[src/rtl/fifo_pkg.sv]
// Shared types and defaults for the lab FIFO blocks (control, RAM, reader).
package fifo_pkg;

  localparam int unsigned FIFO_WIDTH_DEF = 4;
  localparam int unsigned FIFO_DEPTH_DEF = 5;

  // Output-buffer occupancy, 0..2 words.
  typedef logic [1:0] occ_t;

  localparam occ_t OCC_EMPTY = 2'd0;
  localparam occ_t OCC_ONE   = 2'd1;
  localparam occ_t OCC_FULL  = 2'd2;

endpackage

[src/rtl/fifo_reader_if.sv]
// Pop/read-data side of the FIFO plus the downstream valid/ready stream.
interface fifo_reader_if
  import fifo_pkg::*;
#(
  parameter int unsigned width = FIFO_WIDTH_DEF
);

  logic             fifo_empty;
  logic             fifo_rd;
  logic [width-1:0] fifo_rdata;
  logic             out_valid;
  logic             out_ready;
  logic [width-1:0] out_data;

  // master: the reader engine; slave: FIFO control/RAM and consumer side.
  modport master (
    input  fifo_empty,
    input  fifo_rdata,
    input  out_ready,
    output fifo_rd,
    output out_valid,
    output out_data
  );

  modport slave (
    output fifo_empty,
    output fifo_rdata,
    output out_ready,
    input  fifo_rd,
    input  out_valid,
    input  out_data
  );

endinterface

[src/rtl/fifo_reader_buf.sv]
// Two-entry in-order register buffer; entry 0 is always the head word.
module fifo_reader_buf
  import fifo_pkg::*;
#(
  parameter int unsigned width = FIFO_WIDTH_DEF
) (
  input  logic             clk,
  input  logic             reset,
  input  logic             flush,
  input  logic             wr,
  input  logic [width-1:0] wdata,
  input  logic             pop,
  output logic [width-1:0] head,
  output occ_t             occ
);

  logic [width-1:0] ent0;
  logic [width-1:0] ent1;
  occ_t             occ_q;

  always_ff @(posedge clk or negedge reset) begin
    if (!reset) begin
      occ_q <= OCC_EMPTY;
      ent0  <= '0;
      ent1  <= '0;
    end else if (flush) begin
      occ_q <= OCC_EMPTY;
    end else begin
      unique case ({wr, pop})
        2'b10: begin
          if (occ_q == OCC_EMPTY) ent0 <= wdata;
          else                    ent1 <= wdata;
          occ_q <= occ_q + 2'd1;
        end
        2'b01: begin
          ent0  <= ent1;
          occ_q <= occ_q - 2'd1;
        end
        2'b11: begin
          // Capture and retire together: shift, new word lands behind the survivor.
          if (occ_q == OCC_ONE) begin
            ent0 <= wdata;
          end else begin
            ent0 <= ent1;
            ent1 <= wdata;
          end
        end
        default: ;
      endcase
    end
  end

  assign head = (occ_q != OCC_EMPTY) ? ent0 : '0;
  assign occ  = occ_q;

  overflow_chk: assert property (@(posedge clk) disable iff (!reset)
    !(wr && !pop && !flush && (occ_q == OCC_FULL)));

endmodule

[src/rtl/fifo_reader.sv]
// FIFO drain engine: credit-checked pops, one-cycle RAM capture, valid/ready output.
module fifo_reader
  import fifo_pkg::*;
#(
  parameter int unsigned width = FIFO_WIDTH_DEF,
  parameter int unsigned cnt_w = 8
) (
  input  logic             clk,
  input  logic             reset,
  input  logic             flush,
  output logic [cnt_w-1:0] words_out,
  fifo_reader_if.master    bus
);

  occ_t       occ;
  logic       inflight;
  logic       pop;
  logic       wr;
  logic [2:0] credit_used;

  assign bus.out_valid = (occ != OCC_EMPTY);
  assign pop           = bus.out_valid && bus.out_ready;

  // In-flight word counts as occupied so the buffer can never overflow.
  always_comb begin
    credit_used = {1'b0, occ} + {2'b00, inflight} - {2'b00, pop};
    bus.fifo_rd = reset && !bus.fifo_empty && !flush && (credit_used < 3'd2);
  end

  assign wr = inflight && !flush;

  always_ff @(posedge clk or negedge reset) begin
    if (!reset) begin
      inflight <= 1'b0;
    end else begin
      inflight <= bus.fifo_rd;
    end
  end

  always_ff @(posedge clk or negedge reset) begin
    if (!reset) begin
      words_out <= '0;
    end else if (pop) begin
      words_out <= words_out + cnt_w'(1);
    end
  end

  fifo_reader_buf #(
    .width(width)
  ) u_buf (
    .clk  (clk),
    .reset(reset),
    .flush(flush),
    .wr   (wr),
    .wdata(bus.fifo_rdata),
    .pop  (pop),
    .head (bus.out_data),
    .occ  (occ)
  );

endmodule

[src/flat_wrapper.sv]
// flat-port wrapper written by rule: the top's interface ports become plain ports
module fifo_reader_flat import fifo_pkg::*;
#(
  parameter int unsigned width = FIFO_WIDTH_DEF,
  parameter int unsigned cnt_w = 8
)
  (clk, reset, flush, words_out, bus_fifo_empty, bus_fifo_rdata, bus_out_ready, bus_fifo_rd, bus_out_valid, bus_out_data);
  fifo_reader_if #(.width(width)) bus_i ();
  input  logic clk;
  input  logic reset;
  input  logic flush;
  output logic [cnt_w-1:0] words_out;
  input wire logic [$bits(bus_i.fifo_empty)-1:0] bus_fifo_empty;
  input wire logic [$bits(bus_i.fifo_rdata)-1:0] bus_fifo_rdata;
  input wire logic [$bits(bus_i.out_ready)-1:0] bus_out_ready;
  output wire logic [$bits(bus_i.fifo_rd)-1:0] bus_fifo_rd;
  output wire logic [$bits(bus_i.out_valid)-1:0] bus_out_valid;
  output wire logic [$bits(bus_i.out_data)-1:0] bus_out_data;
  assign bus_i.fifo_empty = bus_fifo_empty;
  assign bus_i.fifo_rdata = bus_fifo_rdata;
  assign bus_i.out_ready = bus_out_ready;
  assign bus_fifo_rd = bus_i.fifo_rd;
  assign bus_out_valid = bus_i.out_valid;
  assign bus_out_data = bus_i.out_data;
  fifo_reader #(.width(width), .cnt_w(cnt_w)) u_core (.clk(clk), .reset(reset), .flush(flush), .words_out(words_out), .bus(bus_i));
endmodule
[config.mk]
export PLATFORM = sky130hd
export DESIGN_NAME = fifo_reader_flat
export DESIGN_NICKNAME = d
export VERILOG_FILES = /design/src/rtl/fifo_pkg.sv /design/src/rtl/fifo_reader_if.sv /design/src/rtl/fifo_reader_buf.sv /design/src/rtl/fifo_reader.sv /design/src/flat_wrapper.sv
export SDC_FILE = /design/constraint.sdc
export NUM_CORES = 1
export LEC_CHECK = 0
export ABC_AREA = 1
export BUFFER_PORTS_ARGS = -buffer_cell sky130_fd_sc_hd__buf_4
export CAP_MARGIN = 5
export CORE_MARGIN = 5
export CORE_UTILIZATION = 45
export DETAILED_ROUTE_END_ITERATION = 16
export PLACE_DENSITY_LB_ADDON = 0.2
export SYNTH_ARGS = -nofsm -noshare
export SYNTH_HDL_FRONTEND = slang
export SYNTH_SLANG_ARGS = --single-unit
[constraint.sdc]
create_clock -name clk -period 6.62 [get_ports clk]
set_input_delay 1.655 -clock clk [delete_from_list [all_inputs] [get_ports clk]]
set_output_delay 1.655 -clock clk [all_outputs]
set_load 0.05 [all_outputs]
==> results of run 1 <==
[worst min-delay path by stage]
| stage | cells past startpoint | start | slack (ns) | endpoint |
|---|---|---|---|---|
| global route | 1 | u_core.words_out[4]$_DFFE_PN0P_ | 0.55 | u_core.words_out[4]$_DFFE_PN0P_ |
| global placement | 2 | u_core.u_buf.ent0[2]$_DFFE_PN0P_ | 0.49 | u_core.u_buf.ent0[2]$_DFFE_PN0P_ |
| floorplan | 2 | u_core.u_buf.ent0[0]$_DFFE_PN0P_ | 0.48 | u_core.u_buf.ent0[0]$_DFFE_PN0P_ |
| CTS | 2 | u_core.u_buf.ent0[0]$_DFFE_PN0P_ | 0.53 | u_core.u_buf.ent0[0]$_DFFE_PN0P_ |
| finish | 2 | u_core.u_buf.ent0[0]$_DFFE_PN0P_ | 0.52 | u_core.u_buf.ent0[0]$_DFFE_PN0P_ |
| detailed placement | 2 | u_core.u_buf.ent0[0]$_DFFE_PN0P_ | 0.50 | u_core.u_buf.ent0[0]$_DFFE_PN0P_ |
[final cells by class]
type                    count  area, um2
clock buffers               3       22.5
well taps                  30       37.5
flip-flops and latches     19        475
clock inverters             1       5.00
fillers                   242       1080
repair buffers             22        165
multi-input cells         113        578
inverters                  17       63.8
[cells in the final DEF, fill, tap and decap left out, drive strengths merged, types with 3 or more instances in the layout]
cell    count
nand2      49
nor2       26
buf        22
dfrtp      19
inv        17
nand3       9
a21oi       6
o21ai       6
xor2        4
ha          4
nand3b      3
clkbuf      3
[layer usage]
| metal | wire (um) | share of wire (%) | vias up | track usage (%) |
|---|---|---|---|---|
| met5 | 0 | 0 | - | 0 |
| met2 | 1070 | 46 | 22 | 22.8 |
| met4 | 47 | 2.0 | 0 | 7.91 |
| met3 | 116 | 4.9 | 5 | 2.81 |
| li1 | - | - | 521 | - |
| met1 | 1110 | 47 | 469 | 18.9 |
[logic make-up after synthesis]
kind of cell	synth area share, %
and+or+nand+nor	35.7
buffers and inverters	7.06
DFF	41.9
AOI/OAI and AO/OA	5.30
xor gates and xnor gates	3.86
adders and majority gates	6.18
[metrics by stage]
stage	hold slack, ns	instance area [um2]	power (mW)	utilization, %
floorplan	0.481	1130	0.445	-
global placement	0.493	1320	0.529	54.3
detailed placement	0.501	1320	0.537	54.3
CTS	0.527	1350	0.599	55.4
global route	0.549	1350	0.636	55.4
finish	0.518	1350	0.593	55.4
[sequential cells by signal (all words and copies together) (netlist names)]
name               cells
u_core.inflight        1
u_core.u_buf.ent0      4
u_core.u_buf.ent1      4
u_core.u_buf.occ       2
u_core.words_out       8
[cells in the mapped netlist]
| cell | instances |
|---|---|
| nand2_1 | 45 |
| nor2_1 | 24 |
| dfrtp_1 | 19 |
| inv_1 | 15 |
| nand3_1 | 9 |
| a21oi_1 | 6 |
| o21ai_0 | 5 |
| ha_1 | 4 |
| xor2_1 | 4 |
| nand2_2 | 3 |
| nand3b_1 | 3 |
| inv_2 | 2 |
| nor2_2 | 2 |
| buf_6 | 1 |
| clkbuf_2 | 1 |
| fa_1 | 1 |
| nand2_4 | 1 |
| nand4_1 | 1 |
| nor3_4 | 1 |
| nor4_1 | 1 |
| o21ai_1 | 1 |
| or2_2 | 1 |
| xnor2_1 | 1 |
[worst max-delay path: cells and delay by family]
family | cells | cell delay [ns]
fa+ha+maj | 2 | 0.79
simple gates | 4 | 0.82
buf+inv | 3 | 0.51
[where the power goes]
part / leakage (nW) / internal (mW) / switching, mW
registers: 0.226 / 0.157 / 0.0341
clock network: 0.0177 / 0.0226 / 0.0393
logic: 0.485 / 0.107 / 0.233
total: 0.728 / 0.286 / 0.307
==> summary.txt, run 1 <==
Drt
  – Remaining number of nets flagged by the antenna check after routing: 0
  – Iteration count of the initial detailed-routing pass: 4
  – Detailed Route Iter0 Violations: 18
  – Ratio of routed vias to standard cells: 4.96
  – Routed len/inst: about 11 um
  – DRC violation count after routing: 0
  – Wire length reported by the detailed router: about 2300 um
  – Via Count: roughly 1,000

CTS
  – Number of buffers added by the clock tree synthesis step: 3
  – Max Root-Sink Buffers: 2
  – CTS Hold Buffers Added: 0
  – Insertion delay of the later-clocked pin in the worst-skew pair: around 0.31 ns
  – H-tree depth: 1
  – TritonCTS clock tree: yes
  – Post-cts repair resize count: 0
  – CTS clk-pin slew, worst paths: between 0.1 and 0.15 ns
  – Root buf cell: clkbuf_4
  – # Post-CTS Setup Buffers: 0
  – Clock net sink count: 19

Setup path
  – Register-to-register setup slack: around 3.8 ns
  – R2R cell count: 10
  – Reg-to-reg endpoint: u_core.inflight$_DFF_PN0_
  – Stage delay of the slowest cell on the critical path: roughly 0.48 ns
  – Slowest cell on the critical path: fa_1
  – Critical path capture point type: primary output
  – Source of the worst register-to-register timing path: u_core.u_buf.occ[1]$_DFFE_PN0P_
  – Critical path origin: bus_out_ready
  – Most frequent cell on the critical path: buf_4
  – Critical-path cell list: buf_4 > nand2_4 > inv_2 > ha_1 > or2_2 > fa_1 > nand2_1 > nor4_1 > buf_4
  – Critical Path End: bus_fifo_rd
  – Type of the worst setup path: in -> out
  – Critical path data arrival time: 3.78 ns
  – Kind of start point of the critical path: input port
  – Critical path fanouts, max: 13
  – Required time of the worst setup path: slightly below 5 ns

Logic synthesis
  – Synth top area share: 41.9%
  – Post-Syn Instances: around 150
  – Post-synthesis cell type with the largest combined area: dfrtp_1
  – Area of the mapped netlist: around 1100 um2
  – Count of distinct cell types in the synthesized netlist: 23
  – Synthesized net count: between 150 and 200
  – Synth Area per Inst: approximately 7.5 um2
  – Proportion of synthesized chip area in sequential cells: between 40% and 50%
  – Leading post-synthesis cells by cell area: dfrtp_1 42%, nand2_1 15%, nor2_1 7.9%
  – Register bit count reported by yosys: 19
  – Synth warn: 0

Placement
  – Port Buffer Count: 22
  – Detailed-placement wirelength estimate: 1840 um
  – Worst slack at placement: between 1 and 1.5 ns
  – RePlAce Congestion: 0.872
  – Number of instances in the placed design: between 200 and 250

Timing
  – Number of pins with negative max-slew slack in the final report: 0
  – Setup total negative slack: 0 ns
  – Worst-margin pin slew: around 0.43 ns
  – Fmax achieved: roughly 180 MHz
  – Unrepaired setup endpoints after global routing: false
  – Post-layout min period: 5.43 ns
  – Max-Slew Margin vs Limit: 71.3%
  – Final critical-path setup slack: around 1.2 ns
  – Final clock period utilization by the worst path: just over 80%
  – Skew final: between 0.01 and 0.015 ns
  – Number of hold violations in the final report: 0
  – Setup violations, final: 0

Finish
  – ANT cells: 0
  – Layout Area Growth over Synthesis: 18.9%
  – Fraction of layout cells with a size suffix above 1: 20.6%
  – Net count of the finished layout: 190
  – Number of standard cells in the layout, taps in and fillers out: about 210

Min path
  – Path type of the worst min-delay path: reg -> reg

Power
  – Pwr/cell area: roughly 440 nW/um2
  – Worst supply voltage drop on vdd: slightly below 0.3 mV
  – Static Leak: ~0.73 nW

Floorplan
  – Die area: roughly 3600 um2
  – FP Rows: 18
  – Die Span X: 60.2 um
  – Placeable core area: approximately 2400 um2
  – Number of top-level pins: 23
  – Die Y: around 60 um
  – Effective utilization at floorplan: 46.6%

Global route
  – Total global routing track utilization: 14.6%
  – Pin count of the biggest net entering global routing: 21
  – Wire length of the first global-routing pass: 3990 um
  – Initial antenna violation count: 0
  – Overflow left after global routing: 0
  – Number of global-route vias before repair: roughly 990

Run status
  – Status: finished clean

Run
  – Number of max-cap violations: 0
Power figures use the tool's default switching activity.
==> inputs of run 2 (changes only) <==
- clock period: 6.62 -> 4.4 ns (I/O delays scaled with it)
==> summary.txt, run 2 (synthesis results as in run 1) <==
Run status
  – Status: finished clean

Timing
  – Setup total negative slack: 0 ns (unchanged)
  – Unrepaired setup endpoints after global routing: false
  – Final clock period utilization by the worst path: about 96%
  – Worst hold slack: 0.520 ns (+0.00235 ns)
  – Post-layout min period: between 4 and 5 ns
  – Fmax achieved: 237 MHz
  – Max-Slew Margin vs Limit: 75.7% (+4.4 points)
  – Number of hold violations in the final report: 0 (unchanged)
  – Number of pins with negative max-slew slack in the final report: 0 (unchanged)
  – Setup violations, final: 0 (unchanged)
  – Skew final: 0.00312 ns (-0.0113 ns)
  – Worst-margin pin slew: 0.364 ns (-0.0666 ns)

Run
  – Number of max-cap violations: 0 (unchanged)

Setup path
  – Stage delay of the slowest cell on the critical path: 0.49 ns (about the same)
  – Critical path origin: u_core.u_buf.occ[1]$_DFFE_PN0P_
  – Critical path fanouts, max: 13 (unchanged)
  – Required time of the worst setup path: 3.30 ns (-1.67 ns)
  – Source of the worst register-to-register timing path: u_core.u_buf.occ[1]$_DFFE_PN0P_
  – Slowest cell on the critical path: fa_1
  – Critical path data arrival time: 3.11 ns (-0.67 ns)
  – Type of the worst setup path: reg -> out
  – Critical path capture point type: primary output
  – Critical-path cell list: inv_1 > ha_1 > inv_2 > nand2_4 > inv_2 > ha_1 > or2_2 > fa_1 > nand2_1 > nor4_4 > buf_4
  – R2R cell count: 10 (unchanged)
  – Kind of start point of the critical path: flip-flop

CTS
  – H-tree depth: 1 (unchanged)
  – TritonCTS clock tree: yes
  – Max Root-Sink Buffers: 2 (unchanged)
  – Insertion delay of the later-clocked pin in the worst-skew pair: 0.30 ns (about the same)
  – Clock net sink count: 19 (unchanged)
  – Number of buffers added by the clock tree synthesis step: 3 (unchanged)
  – # Post-CTS Setup Buffers: 0 (unchanged)
  – CTS Hold Buffers Added: 0 (unchanged)
  – CTS clk-pin slew, worst paths: 0.11 ns (about the same)
  – Root buf cell: clkbuf_4
  – Post-cts repair resize count: 0 (unchanged)

Floorplan
  – Die Y: 60.2 um (unchanged)
  – Placeable core area: 2430 um2 (unchanged)
  – Number of top-level pins: 23 (unchanged)
  – Die area: 3620 um2 (unchanged)
  – Effective utilization at floorplan: 46.6% (unchanged)
  – FP Rows: 18 (unchanged)
  – Die Span X: 60.2 um (unchanged)

Finish
  – Largest register FFs: 8 (unchanged)
  – Commonest non-fill, non-tap cells in the layout: 45 x nand2_1, 24 x nor2_1, 23 x buf_4
  – Net count of the finished layout: 191 (+0.53%)
  – ANT cells: 0 (unchanged)
  – Most flop-heavy register: u_core.words_out
  – Most common library cell in the layout ignoring fill and taps: nand2_1
  – Fraction of layout cells with a size suffix above 1: 21.6% (+1.0 points)
  – Registers with the most flip-flops: u_core.words_out x8, u_core.u_buf.ent0 x4, u_core.u_buf.ent1 x4
  – Layout Area Growth over Synthesis: 20.9%
  – Number of standard cells in the layout, taps in and fillers out: 206 (+0.49%)

Placement
  – RePlAce Congestion: 0.818 (-6.2%)
  – Detailed-placement wirelength estimate: 1900 um (+3.1%)
  – Number of instances in the placed design: 202 (+0.50%)
  – Port Buffer Count: 22 (unchanged)

Min path
  – Instance count along the most critical hold path: 2 (unchanged)
  – Worst Hold Launch: u_core.u_buf.ent0[2]$_DFFE_PN0P_
  – Path type of the worst min-delay path: reg -> reg

Global route
  – Overflow left after global routing: 0 (unchanged)
  – Pin count of the biggest net entering global routing: 21 (unchanged)
  – Wire length of the first global-routing pass: 4130 um (+3.5%)
  – Number of global-route vias before repair: 980 (-1.4%)
  – Initial antenna violation count: 0 (unchanged)
  – Total global routing track utilization: 15.2% (+0.55 points)

Power
  – Worst supply voltage drop on vdd: 0.408 mV (+40%)
  – Static Leak: 0.736 nW (+0.99%)
  – Pwr/cell area: 657 nW/um2 (+49%)

Drt
  – Ratio of routed vias to standard cells: 4.86 (-2.0%)
  – Iteration count of the initial detailed-routing pass: 4 (unchanged)
  – Routed len/inst: 11.5 um (+0.24%)
  – DRC violation count after routing: 0 (unchanged)
  – Remaining number of nets flagged by the antenna check after routing: 0 (unchanged)
  – Wire length reported by the detailed router: 2360 um (+0.72%)
  – Detailed Route Iter0 Violations: 29 (+11)
  – Via Count: 1,002 (-1.5%)
-- run 2: final timing paths --
path                                                     to  slack [ns]
hold / removal             u_core.u_buf.ent0[2]$_DFFE_PN0P_        0.52
setup / recovery                                bus_fifo_rd        0.19
setup reg to reg                  u_core.inflight$_DFF_PN0_        1.73
hold reg to reg            u_core.u_buf.ent0[2]$_DFFE_PN0P_        0.52
min in group asynchronous   u_core.words_out[4]$_DFFE_PN0P_        0.66
max in group asynchronous  u_core.u_buf.ent1[2]$_DFFE_PN0P_        3.54
-- run 2: layout make-up --
type	count	area [um2]
multi-input cells	113	593
repair buffers	23	173
fillers	251	1060
well taps	30	37.5
clock buffers	3	22.5
flip-flops and latches	19	475
clock inverters	1	5.00
inverters	17	63.8
-- run 2: critical path: cells and delay by family (launching register included) --
family / cells / cell delay, ns
and+or+nand+nor: 4 / 0.81
adders and majority gates: 3 / 1.05
buffers and inverters: 4 / 0.50
DFF: 1 / 0.45
-- run 2: metrics by stage --
step	power [mW]	setup WS, ns	utilization, %	cell area [um2]
global placement	0.805	0.278	55.2	1340
global route	0.971	0.0173	56.3	1370
CTS	0.911	0.159	56.3	1370
detailed placement	0.821	0.193	55.2	1340
finish	0.900	0.188	56.3	1370
floorplan	0.678	0.303	-	1150
-- run 2: layer usage --
metal | track usage (%) | wire length [um] | part of all wire (%) | vias to the layer above
met2 | 26.5 | 1190 | 51 | 23
li1 | - | - | - | 517
met3 | 2.81 | 133 | 5.6 | 2
met1 | 17.7 | 1020 | 43 | 460
met5 | 0 | 0 | 0 | -
met4 | 6.96 | 14 | 0.59 | 0
-- run 2: power breakdown --
group	switching [mW]	total (mW)	leakage, nW	internal, mW
Sequential	0.0511	0.287	0.226	0.236
Clock	0.0547	0.0885	0.0177	0.0338
Combinational	0.360	0.524	0.492	0.165
Total	0.466	0.900	0.736	0.434
==> inputs of run 3 (changes only) <==
--- a/config.mk
+++ b/config.mk
@@ -13,4 +13,5 @@
 export DETAILED_ROUTE_END_ITERATION = 16
 export PLACE_DENSITY_LB_ADDON = 0.2
+export SKIP_CTS_REPAIR_TIMING = 1
 export SYNTH_ARGS = -nofsm -noshare
 export SYNTH_HDL_FRONTEND = slang
==> constraint.sdc (replaced) <==
create_clock -name clk -period 4.4 [get_ports clk]
set_input_delay 0.66 -clock clk [delete_from_list [all_inputs] [get_ports clk]]
set_output_delay 0.66 -clock clk [all_outputs]
set_load 0.05 [all_outputs]
==> summary.txt, run 3 (synthesis results as in run 1) <==
Floorplan
  – Effective utilization at floorplan: 46.6% (unchanged)
  – Die area: 3620 um2 (unchanged)
  – Number of top-level pins: 23 (unchanged)
  – Die Y: 60.2 um (unchanged)
  – FP Rows: 18 (unchanged)
  – Placeable core area: 2430 um2 (unchanged)
  – Die Span X: 60.2 um (unchanged)

Drt
  – Wire length reported by the detailed router: 2260 um (-4.3%)
  – Remaining number of nets flagged by the antenna check after routing: 0 (unchanged)
  – Iteration count of the initial detailed-routing pass: 4 (unchanged)
  – DRC violation count after routing: 0 (unchanged)
  – Detailed Route Iter0 Violations: 26 (-10%)
  – Ratio of routed vias to standard cells: 4.97 (+2.1%)
  – Routed len/inst: 11.0 um (-3.9%)
  – Via Count: 1,018 (+1.6%)

Setup path
  – Critical-path cell list: inv_1 > ha_1 > inv_2 > nand2_4 > inv_2 > ha_1 > or2_2 > fa_1 > nand2_1 > nor4_2 > buf_4
  – Critical path origin: u_core.u_buf.occ[1]$_DFFE_PN0P_
  – Critical Path End: bus_fifo_rd
  – R2R cell count: 10 (unchanged)
  – Logic depth of the worst setup path including buffers: 11 (unchanged)
  – Register-to-register setup slack: 1.68 ns (-0.05 ns)
  – Crit path max-delay family: adder cells
  – Number of buffers and inverters on the critical path: 4 (unchanged)
  – Critical path fanouts, max: 13 (unchanged)
  – Stage delay of the slowest cell on the critical path: 0.48 ns (about the same)
  – Critical path data arrival time: 3.16 ns (+0.05 ns)
  – Kind of start point of the critical path: flip-flop
  – Source of the worst register-to-register timing path: u_core.u_buf.occ[1]$_DFFE_PN0P_
  – Type of the worst setup path: reg -> out
  – Required time of the worst setup path: 3.74 ns (+0.44 ns)
  – Critical path capture point type: primary output
  – Reg-to-reg endpoint: u_core.inflight$_DFF_PN0_
  – Slowest cell on the critical path: fa_1

Timing
  – Setup total negative slack: 0 ns (unchanged)
  – Unrepaired setup endpoints after global routing: false
  – Fmax achieved: 262 MHz (+10%)
  – Skew final: 0.00213 ns (-0.000990 ns)
  – Final clock period utilization by the worst path: 86.9% (-8.9 points)
  – Worst-margin pin slew: 0.427 ns (+0.0631 ns)
  – Post-layout min period: 3.82 ns (-0.390 ns)
  – Max-Slew Margin vs Limit: 71.5% (-4.2 points)
  – Number of hold violations in the final report: 0 (unchanged)
  – Number of pins with negative max-slew slack in the final report: 0 (unchanged)
  – Setup violations, final: 0 (unchanged)

Global route
  – Number of global-route vias before repair: 965 (-1.5%)
  – Initial antenna violation count: 0 (unchanged)
  – Overflow left after global routing: 0 (unchanged)
  – Wire length of the first global-routing pass: 3970 um (-3.9%)
  – Total global routing track utilization: 14.5% (-0.68 points)
  – Pin count of the biggest net entering global routing: 21 (unchanged)

CTS
  – TritonCTS clock tree: yes
  – Max Root-Sink Buffers: 2 (unchanged)
  – Root buf cell: clkbuf_4
  – Insertion delay of the later-clocked pin in the worst-skew pair: 0.29 ns (about the same)
  – H-tree depth: 1 (unchanged)
  – CTS clk-pin slew, worst paths: 0.11 ns (about the same)
  – Clock net sink count: 19 (unchanged)
  – Number of buffers added by the clock tree synthesis step: 3 (unchanged)

Placement
  – Detailed-placement wirelength estimate: 1840 um (-3.1%)
  – Number of instances in the placed design: 201 (-0.50%)
  – RePlAce Congestion: 0.805 (-1.6%)
  – Port Buffer Count: 22 (unchanged)

Power
  – Relative contribution of the clock network to total power: 9.8% (about the same)
  – Sw Pwr: 0.458 mW (-1.6%)
  – Pwr/cell area: 656 nW/um2 (-0.13%)
  – Proportion of total power due to net switching: 51.6% (-0.16 points)
  – Combinational share of power: 57.8% (-0.5 points)
  – Internal power component: 0.430 mW (-0.98%)
  – Sequential Power Share: 32.4% (+0.5 points)
  – Worst supply voltage drop on vdd: 0.354 mV (-13%)
  – Static Leak: 0.729 nW (-0.92%)

Finish
  – Area of combinational cells with multiple inputs: 584 um2 (-1.5%)
  – Largest register FFs: 8 (unchanged)
  – Registers with the most flip-flops: u_core.words_out x8, u_core.u_buf.ent0 x4, u_core.u_buf.ent1 x4
  – Layout Area Growth over Synthesis: 19.4%
  – Net count of the finished layout: 190 (-0.52%)
  – Most common library cell in the layout ignoring fill and taps: nand2_1
  – Fill count: 231 (-8.0%)
  – Fraction of layout cells with a size suffix above 1: 21.1% (-0.45 points)
  – Most flop-heavy register: u_core.words_out
  – Storage element area: 475 um2 (unchanged)
  – ANT cells: 0 (unchanged)
  – Number of standard cells in the layout, taps in and fillers out: 205 (-0.49%)
  – Commonest non-fill, non-tap cells in the layout: 45 x nand2_1, 24 x nor2_1, 22 x buf_4

Run status
  – Status: finished clean

Run
  – Number of max-cap violations: 0 (unchanged)

Min path
  – Path type of the worst min-delay path: in -> async
==> run 3: worst min-delay path by stage <==
stage | to | slack [ns] | cells after the start
finish | u_core.words_out[3]$_DFFE_PN0P_ | 0.22 | 1
detailed placement | u_core.u_buf.ent0[2]$_DFFE_PN0P_ | 0.50 | 2
global route | u_core.words_out[3]$_DFFE_PN0P_ | 0.21 | 1
global placement | u_core.u_buf.ent0[0]$_DFFE_PN0P_ | 0.50 | 2
CTS | u_core.words_out[3]$_DFFE_PN0P_ | 0.22 | 1
floorplan | u_core.inflight$_DFF_PN0_ | 0.36 | 0
==> run 3: metal layers <==
| metal | track usage (%) | vias to the layer above | part of all wire (%) |
|---|---|---|---|
| li1 | - | 520 | - |
| met4 | 5.70 | 0 | 1.3 |
| met1 | 16.0 | 476 | 43 |
| met5 | 0 | - | 0 |
| met2 | 26.7 | 18 | 51 |
| met3 | 2.81 | 4 | 4.8 |
==> run 3: final cells by class <==
type	instances	share of cell area (%)
clock buffer	3	1.66
clock inverter	1	0.370
inverter	17	4.71
multi-input combinational	113	43.2
sequential	19	35.1
tap	30	2.77
timing repair buffer	22	12.2
==> run 3: power groups by stage <==
| stage | logic, mW | clock network, mW | registers [mW] |
|---|---|---|---|
| floorplan | 0.310 | 0 | 0.363 |
| global placement | 0.511 | 0 | 0.289 |
| detailed placement | 0.517 | 0 | 0.291 |
| CTS | 0.518 | 0.0917 | 0.288 |
| global route | 0.564 | 0.103 | 0.297 |
| finish | 0.513 | 0.0873 | 0.288 |
==> run 3: through the flow <==
step	power (mW)	hold slack, ns	instance area, um2	setup WS, ns	util (%)
2_1_floorplan	0.673	0.364	1140	0.536	-
3_3_place_gp	0.800	0.498	1330	0.968	54.5
3_5_place_dp	0.809	0.503	1330	0.904	54.5
4_1_cts	0.898	0.220	1350	0.564	55.7
5_1_grt	0.964	0.213	1350	0.351	55.7
6_report	0.888	0.219	1350	0.578	55.7
